`config.mk`:
```
export PLATFORM = sky130hd
export DESIGN_NAME = ca_parity_random_gen
export DESIGN_NICKNAME = d
export VERILOG_FILES = /design/src/rtl/ca_random_pkg.sv /design/src/rtl/ca_ring_step.sv /design/src/rtl/ca_parity_random_gen.sv
export SDC_FILE = /design/constraint.sdc
export NUM_CORES = 1
export LEC_CHECK = 0
export BUFFER_PORTS_ARGS = -buffer_cell sky130_fd_sc_hd__buf_4
export CORE_MARGIN = 2
export CORE_UTILIZATION = 45
export CTS_BUF_LIST = sky130_fd_sc_hd__clkbuf_4
export DETAILED_ROUTE_END_ITERATION = 7
export PLACE_DENSITY = 0.65
export SKIP_CTS_REPAIR_TIMING = 1
export SLEW_MARGIN = 25
export SYNTH_ARGS = -nofsm -noshare
export SYNTH_HDL_FRONTEND = slang
export SYNTH_SLANG_ARGS = --single-unit
export TNS_END_PERCENT = 1
```
`constraint.sdc`:
```
create_clock -name clk -period 3.35 [get_ports clk]
set_clock_uncertainty 0.1 [all_clocks]
set_input_delay 0.1675 -clock clk [delete_from_list [all_inputs] [get_ports clk]]
set_output_delay 0.1675 -clock clk [all_outputs]
set_load 0.01 [all_outputs]
```
`src/rtl/ca_random_pkg.sv`:
```
// Shared constants and types for the cellular-automaton random sources.
package ca_random_pkg;

    localparam logic [7:0] RULE30  = 8'h1E;
    localparam logic [7:0] RULE60  = 8'h3C;
    localparam logic [7:0] RULE90  = 8'h5A;
    localparam logic [7:0] RULE150 = 8'h96;

    localparam logic [31:0] DefaultRuleTable = {RULE150, RULE90, RULE60, RULE30};

    typedef enum logic [0:0] {WARMUP, RUN} ca_state_e;

    // Counter width for a modulo-n counter, never narrower than one bit.
    function automatic int unsigned cnt_width(input int unsigned n);
        return (n > 1) ? $clog2(n) : 1;
    endfunction

endpackage

```
`src/rtl/ca_ring_step.sv`:
```
// One combinational step of an elementary cellular automaton on a wrapped ring.
module ca_ring_step #(
    parameter int unsigned Cells = 12
) (
    input  logic [Cells-1:0] state_i,
    input  logic [7:0]       rule_i,
    output logic [Cells-1:0] next_o
);

    for (genvar i = 0; i < Cells; i++) begin : g_cell
        localparam int unsigned Left  = (i + 1) % Cells;
        localparam int unsigned Right = (i + Cells - 1) % Cells;
        assign next_o[i] = rule_i[{state_i[Left], state_i[i], state_i[Right]}];
    end

endmodule

```
`src/rtl/ca_parity_random_gen.sv`:
```
// Cellular-automaton random word generator with rule rotation, seeding, warm-up
// and a valid/ready output handshake.
module ca_parity_random_gen
    import ca_random_pkg::*;
#(
    parameter int unsigned Width        = 32,
    parameter int unsigned ParitWidth   = 3,
    parameter int unsigned CAWidth      = Width * ParitWidth,
    parameter int unsigned RuleCount    = 4,
    parameter int unsigned RuleHold     = 2,
    parameter int unsigned WarmupCycles = 16
) (
    input  logic                   clk,
    input  logic                   rst,
    input  logic                   seed_load,
    input  logic [CAWidth-1:0]     seed,
    input  logic [8*RuleCount-1:0] rule_table,
    input  logic                   out_ready,
    output logic                   out_valid,
    output logic [Width-1:0]       random,
    output logic                   busy
);

    localparam int unsigned IdxW  = cnt_width(RuleCount);
    localparam int unsigned HoldW = cnt_width(RuleHold);
    localparam int unsigned WarmW = cnt_width(WarmupCycles);

    localparam logic [IdxW-1:0]  LastIdx  = IdxW'(RuleCount - 1);
    localparam logic [HoldW-1:0] LastHold = HoldW'(RuleHold - 1);
    localparam logic [WarmW-1:0] LastWarm = WarmW'(WarmupCycles - 1);

    // Alternating 0101... pattern with bit 0 set, also used for an all-zero seed.
    localparam logic [2*CAWidth-1:0] AltWide      = {CAWidth{2'b01}};
    localparam logic [CAWidth-1:0]   ResetPattern = AltWide[CAWidth-1:0];

    ca_state_e          state_q;
    logic [CAWidth-1:0] cells_q;
    logic [CAWidth-1:0] cells_step;
    logic [IdxW-1:0]    rule_idx_q;
    logic [HoldW-1:0]   hold_cnt_q;
    logic [WarmW-1:0]   warm_cnt_q;
    logic [7:0]         rule_cur;
    logic               step;

    always_comb begin
        rule_cur = '0;
        for (int unsigned k = 0; k < RuleCount; k++) begin
            if (rule_idx_q == IdxW'(k)) begin
                rule_cur = rule_table[8*k +: 8];
            end
        end
    end

    ca_ring_step #(
        .Cells(CAWidth)
    ) u_ring_step (
        .state_i(cells_q),
        .rule_i (rule_cur),
        .next_o (cells_step)
    );

    // Warm-up free-runs; in RUN the ring only advances on an accepted word.
    assign step = (state_q == WARMUP) || (out_valid && out_ready);

    for (genvar j = 0; j < Width; j++) begin : g_fold
        assign random[j] = (^cells_q[j*ParitWidth +: ParitWidth]) ^ ((j % 2) == 0);
    end

    always_ff @(posedge clk or posedge rst) begin
        if (rst) begin
            state_q    <= WARMUP;
            cells_q    <= ResetPattern;
            rule_idx_q <= '0;
            hold_cnt_q <= '0;
            warm_cnt_q <= '0;
            out_valid  <= 1'b0;
            busy       <= 1'b1;
        end else if (seed_load) begin
            state_q    <= WARMUP;
            cells_q    <= (seed == '0) ? ResetPattern : seed;
            rule_idx_q <= '0;
            hold_cnt_q <= '0;
            warm_cnt_q <= '0;
            out_valid  <= 1'b0;
            busy       <= 1'b1;
        end else if (step) begin
            cells_q <= cells_step;

            if (hold_cnt_q == LastHold) begin
                hold_cnt_q <= '0;
                rule_idx_q <= (rule_idx_q == LastIdx) ? '0 : rule_idx_q + 1'b1;
            end else begin
                hold_cnt_q <= hold_cnt_q + 1'b1;
            end

            if (state_q == WARMUP) begin
                if (warm_cnt_q == LastWarm) begin
                    state_q    <= RUN;
                    warm_cnt_q <= '0;
                    out_valid  <= 1'b1;
                    busy       <= 1'b0;
                end else begin
                    warm_cnt_q <= warm_cnt_q + 1'b1;
                end
            end
        end
    end

endmodule

```
Yosys cells after proc, flatten, opt, wreduce, memory -nomap -nowiden --
Index checks and enable logic that the tools add are counted.
Operators by class: add/sub/neg operators 3, order comparisons 96, eq/ne operators 5, mux-type cells 222, bitwise logic cells 17, reductions and logical operators 42
Operator list (number):
- $lt 3x4->1 const B | 96
- $bmux 1 s3 | 96
- $mux 96 | 3
- $mux 1 | 111
- $logic_not 96->1 | 1
- $reduce_xor 3->1 | 32
- $mux 8 | 4
- $not 1->1 | 17
- $mux 4 | 4
- $mux 2 | 4
- $reduce_bool 2->1 | 3
- $add 4x1->4 const B | 1
- $eq 2x2->1 const B | 2
- $eq 4x4->1 const B | 1
- $reduce_and 2->1 | 2
- $reduce_and 3->1 | 1
- $add 2x1->2 const B | 1
- $eq 2x1->1 const B | 1
- $logic_not 2->1 | 1
- $ne 2x2->1 const B | 1
- $add 1x1->1 const B | 1
- $logic_and 1x1->1 | 1
- $logic_or 1x1->1 | 1
Word-level totals: register bits 106, input port bits 132, output and inout port bits 34, logic and storage cells 392

Longest topological paths before layout --
depth in word-level cells 9, mapped depth 13, depth with buffers taken out 9

By module --
Synthesis repeated with hierarchy kept, for this count alone.
Second synthesis, totals: cell total of the unflattened synthesis 1557, area total of the unflattened synthesis 13021.2 sq um
By module, submodules not included:
- ca_parity_random_gen | instances 1, cells an instance 612, area an instance 6576.3 sq um, seq. area each 2713.9 sq um
- ca_ring_step | instances 1, cells an instance 945, area an instance 6444.9 sq um, seq. area each 0.0 sq um

Worst setup path after synthesis --
Ideal clock, no wire load.
path kind register to register, from register rule_idx_q[0], to register cells_q[5], setup time 0.135 ns, arrival 2.357 ns, data required time 3.115 ns, setup slack 0.758 ns, cell stages (with the launch flop) 11, path buffers 2, clock period less this slack 2.592 ns, path through dfrtp_1 inv_1 ha_1 nor2_2 o211ai_2 and2_4 buf_2 clkbuf_1 mux4_2 a211oi_1 o31ai_1
On the way: cells in the longest elaborated chain, start to end 9, elaborated cells on any way between the ends 12, classes of those cells eq/ne (3); mux (8); reduce/logical (1)
RTL lines:
- start: declaration | RTL line ca_parity_random_gen.sv:39 | logic [IdxW-1:0] rule_idx_q;
- start signal: assignment | RTL line ca_parity_random_gen.sv:91 | rule_idx_q <= (rule_idx_q == LastIdx) ? '0 : rule_idx_q + 1'b1;
- $logic_not 2->1 | RTL line ca_parity_random_gen.sv:48 | if (rule_idx_q == IdxW'(k)) begin
- $mux 8 (3 in series) | RTL line ca_parity_random_gen.sv:48
- $mux 8 (*) | RTL line ca_parity_random_gen.sv:48
- $bmux 1 s3 (*) | RTL line ca_ring_step.sv:13 | assign next_o[i] = rule_i[{state_i[Left], state_i[i], state_i[Right]}];
- $mux 1 (implied by the code) (*) | RTL line ca_ring_step.sv:13
- $mux 96 (*) | RTL line ca_parity_random_gen.sv:86 | end else if (step) begin
- $mux 96 (*) | RTL line ca_parity_random_gen.sv:78 | end else if (seed_load) begin
- end signal: assignment | RTL line ca_parity_random_gen.sv:72 | cells_q <= ResetPattern;
- end signal: assignment | RTL line ca_parity_random_gen.sv:80 | cells_q <= (seed == '0) ? ResetPattern : seed;
- end signal: assignment | RTL line ca_parity_random_gen.sv:87 | cells_q <= cells_step;
- end: declaration | RTL line ca_parity_random_gen.sv:37 | logic [CAWidth-1:0] cells_q;
Mark *: on every way between the ends. The rest lies on a longest branch, timed or not. The select of a mux whose other input is x is not followed. A chain may end at the register's enable or synchronous reset.

Final worst setup path --
from register rule_idx_q[0], to register cells_q[73]
Same word-level chain as after synthesis.

==> flow_summary.yaml <==
floorplan:
  row_count: 59
  fp.dieH_um: 166.2
  die_x_um: 166.2
  core-area_mm2: 0.02598
  io_pins: 166
  dieArea_mm2: 0.02763
  initial_utilization_pct: 45.58
power_and_ir_drop:
  peakVddDrop_uv: 350.6
  p_leak_nw: 5.517
  power_mw: 8.787
  p_per_area_mw_per_mm2: 608.6
placed_design:
  placed_area_mm2: 0.01327
  hpwl_mm: 25.60
  gp_congestion: 0.8341
  dp_slack_ns: 0.3633
  port_buffers: 165
logic_synthesis:
  synthFlopType: "dfrtp_1"
  ys_ff_latch: 106
  synth-edff-count: 0
  synth.top_cell.area_share_pct: 28.71
  yosys_warnings: 0
  synth_top_area_cell: "mux4_2"
  yosysUniqueCellTypes: 65
  synth_area_leaders: "mux4_2 (29%), dfrtp_1 (12%), dfstp_2 (11%)"
  synth_nets: 1394
  synthArstFlopShare_pct: 100.0
  syn_avg_cell_area_um2: 9.422
  netlist_instances: 1257
  syn-cell-area_mm2: 0.01184
  ys_seq_area_share_pct: 22.91
setup_path:
  startpoint: "rule_idx_q[0]"
  r2r_end: "cells_q[73]"
  critPathMaxFanout: 39
  worstReg2RegStart: "rule_idx_q[0]"
  max_stage_delay_ns: 0.46
  crit_chain: "inv_1, ha_1, nor2_2, o211ai_2, and2_4, buf_4, mux4_2, a211oi_1, o31ai_1"
  critPathKind: "reg2reg"
  ff2ff_setup_slack_ns: 0.29
  worstPathRequired_ns: 3.65
  worstPathArrival_ns: 3.36
  worstSetupEndpointType: "flip-flop"
  cpMaxStageDelayCell: "dfrtp_1"
  start_kind: "flip-flop"
  rr_worst_depth: 9
  worstSetupEndpoint: "cells_q[73]"
final_layout:
  fin_area_mm2: 0.01444
  final_layout_size_suffix_gt1_share_pct: 32.72
  fill_cells: 2250
  syn_to_final_growth_pct: 21.91
  finalNetCount: 1501
sta:
  tns_ns: 0
  max_slew_margin_pct: 44.46
  setup_ws_ns: 0.2931
  clock.fmax_mhz: 327.1
  post-route-period-util_pct: 91.25
  worstMarginPinSlew_ns: 0.8331
  slew_violations: 0
  whs_ns: 0.02501
  period_needed_ns: 3.057
  setup_viol: 0
  finalHoldViolCount: 0
  rsz0062_at_grt: "no"
global_route:
  antenna_found_initial: 1
  grt_pass1_wl_mm: 65.49
  gr-total-overflow: 0
  grt_usage_pct: 29.91
  first_global_vias: 10970
  grt_max_degree: 91
clock_tree:
  cts_tree: "yes"
  clock_path_buffers: 2
  clock-sinks: 106
  clk_latency_ns: 0.53
  root_buffer: "clkbuf_4"
  cts_buffers: 9
  cts-htree-levels: 3
  clk_pin_slew_ns: 0.20
routing:
  firstDrtPassIters: 6
  wirelength_mm: 42.74
  vias_per_cell: 6.887
  drc: 0
  antenna_left: 0
  wl_per_cell_um: 25.05
  dr_total_vias: 11750
  drtIter0Drc: 1154
hold_path:
  holdCritPathClass: "in2reg"
flow_run:
  drv_cap: 0
status:
  status: "complete, no violations"
==> cell usage in the layout, fill, tap and decap left out, types with 39 or more instances in the layout <==
master         synthesis  layout
a211oi_1              39      39
nand2_1              109     108
dfstp_2               49      49
dfrtp_1               57      57
nor2_1                91      88
buf_4                  4     189
dlygate4sd3_1          0      97
a21oi_1               75      75
mux4_2               151     151
xnor2_1               51      51
o21ai_0               76      76
==> metal layers <==
layer	share of wire, %	up-vias	wire length (um)	GRT usage (%)
met3	11	148	4758	6.983
met2	48	805	20400	47.59
met5	0	-	0	0
met1	37	5777	15790	39.90
li1	-	5019	-	-
met4	4.2	0	1791	11.69
==> flip-flops by register name, indices dropped and copies added (netlist names) <==
| signal | count |
|---|---|
| out_valid | 1 |
| rule_idx_q | 2 |
| busy | 1 |
| cells_q | 96 |
| state_q | 1 |
| warm_cnt_q | 4 |
| hold_cnt_q | 1 |
==> synth_stat cells, types with 7 or more instances <==
cell type	n
a21o_1	12
buf_2	19
nand2_1	109
xnor2_1	51
a2bb2oi_1	7
mux2i_1	15
a21oi_1	75
inv_1	18
clkbuf_1	167
a22oi_1	9
dfstp_2	49
o211ai_1	31
o22a_1	8
o22ai_1	21
a211oi_1	39
nor4_1	25
a211o_1	12
a311oi_1	19
nand2b_1	11
nor2_1	91
dfrtp_1	57
xor2_1	14
nor3_1	10
o31ai_1	34
mux4_2	151
buf_1	13
nand4_1	9
o21ai_0	76
nand3_1	27
==> power breakdown <==
part | internal, mW | leakage, nW | switching [mW]
clock | 0.389 | 0.0972 | 0.530
sequential | 1.73 | 1.21 | 1.00
combinational | 2.96 | 4.21 | 2.18
total | 5.08 | 5.52 | 3.71
==> critical path, delay by kind of cell (launching register included) <==
family / cells / cell delay, ns
fa+ha+maj: 1 / 0.28
simple gates: 2 / 0.68
compound gates: 3 / 0.63
mux: 1 / 0.45
buf+inv: 2 / 0.30
flops: 1 / 0.46
==> kinds of logic (layout without fill, tap and decap cells) <==
logic type               count (synthesis)  count (layout)  share of synthesized area (%)
buffers and inverters                  230             342                          7.955
AND/OR/NAND/NOR                        307             307                          12.27
adder cells (fa/ha/maj)                  5               5                         0.5282
AO/OA/AOI/OAI                          378             378                          21.55
XOR/XNOR                                65              65                          4.807
flip-flops                             106             106                          22.91
other                                    0               2                              0
multiplexers                           166             166                          29.98
==> how the worst min path moves through the flow <==
stage                     cells after the start            end  slack (ns)      start
after floorplan                               2    cells_q[31]        0.18   seed[31]
after global placement                        2    cells_q[47]        0.28        rst
after detailed placement                      2    cells_q[47]        0.28        rst
after CTS                                     2    cells_q[17]       -0.30        rst
after global routing                          2        state_q        0.03  seed_load
final                                         2  warm_cnt_q[2]        0.03  seed_load
==> final cells by class <==
cell class              count  area (um2)  share of cell area (%)
multi-input cells         921        8243                   57.09
repair buffers            306        2790                   19.32
flip-flops and latches    106        2714                   18.80
well taps                 335       419.2                   2.903
clock inverters             6       115.1                  0.7972
inverters                  20       77.57                  0.5373
clock buffers              10       75.07                  0.5199
diodes                      2       5.005                 0.03466
==> metrics by stage <==
| stage | utilization (%) | instances |
|---|---|---|
| after floorplan | - | 1257 |
| after global placement | 51.07 | 1591 |
| after detailed placement | 51.08 | 1591 |
| after CTS | 51.81 | 1607 |
| after global routing | 55.57 | 1706 |
| final | 55.57 | 1706 |
Power figures use the tool's default switching activity.
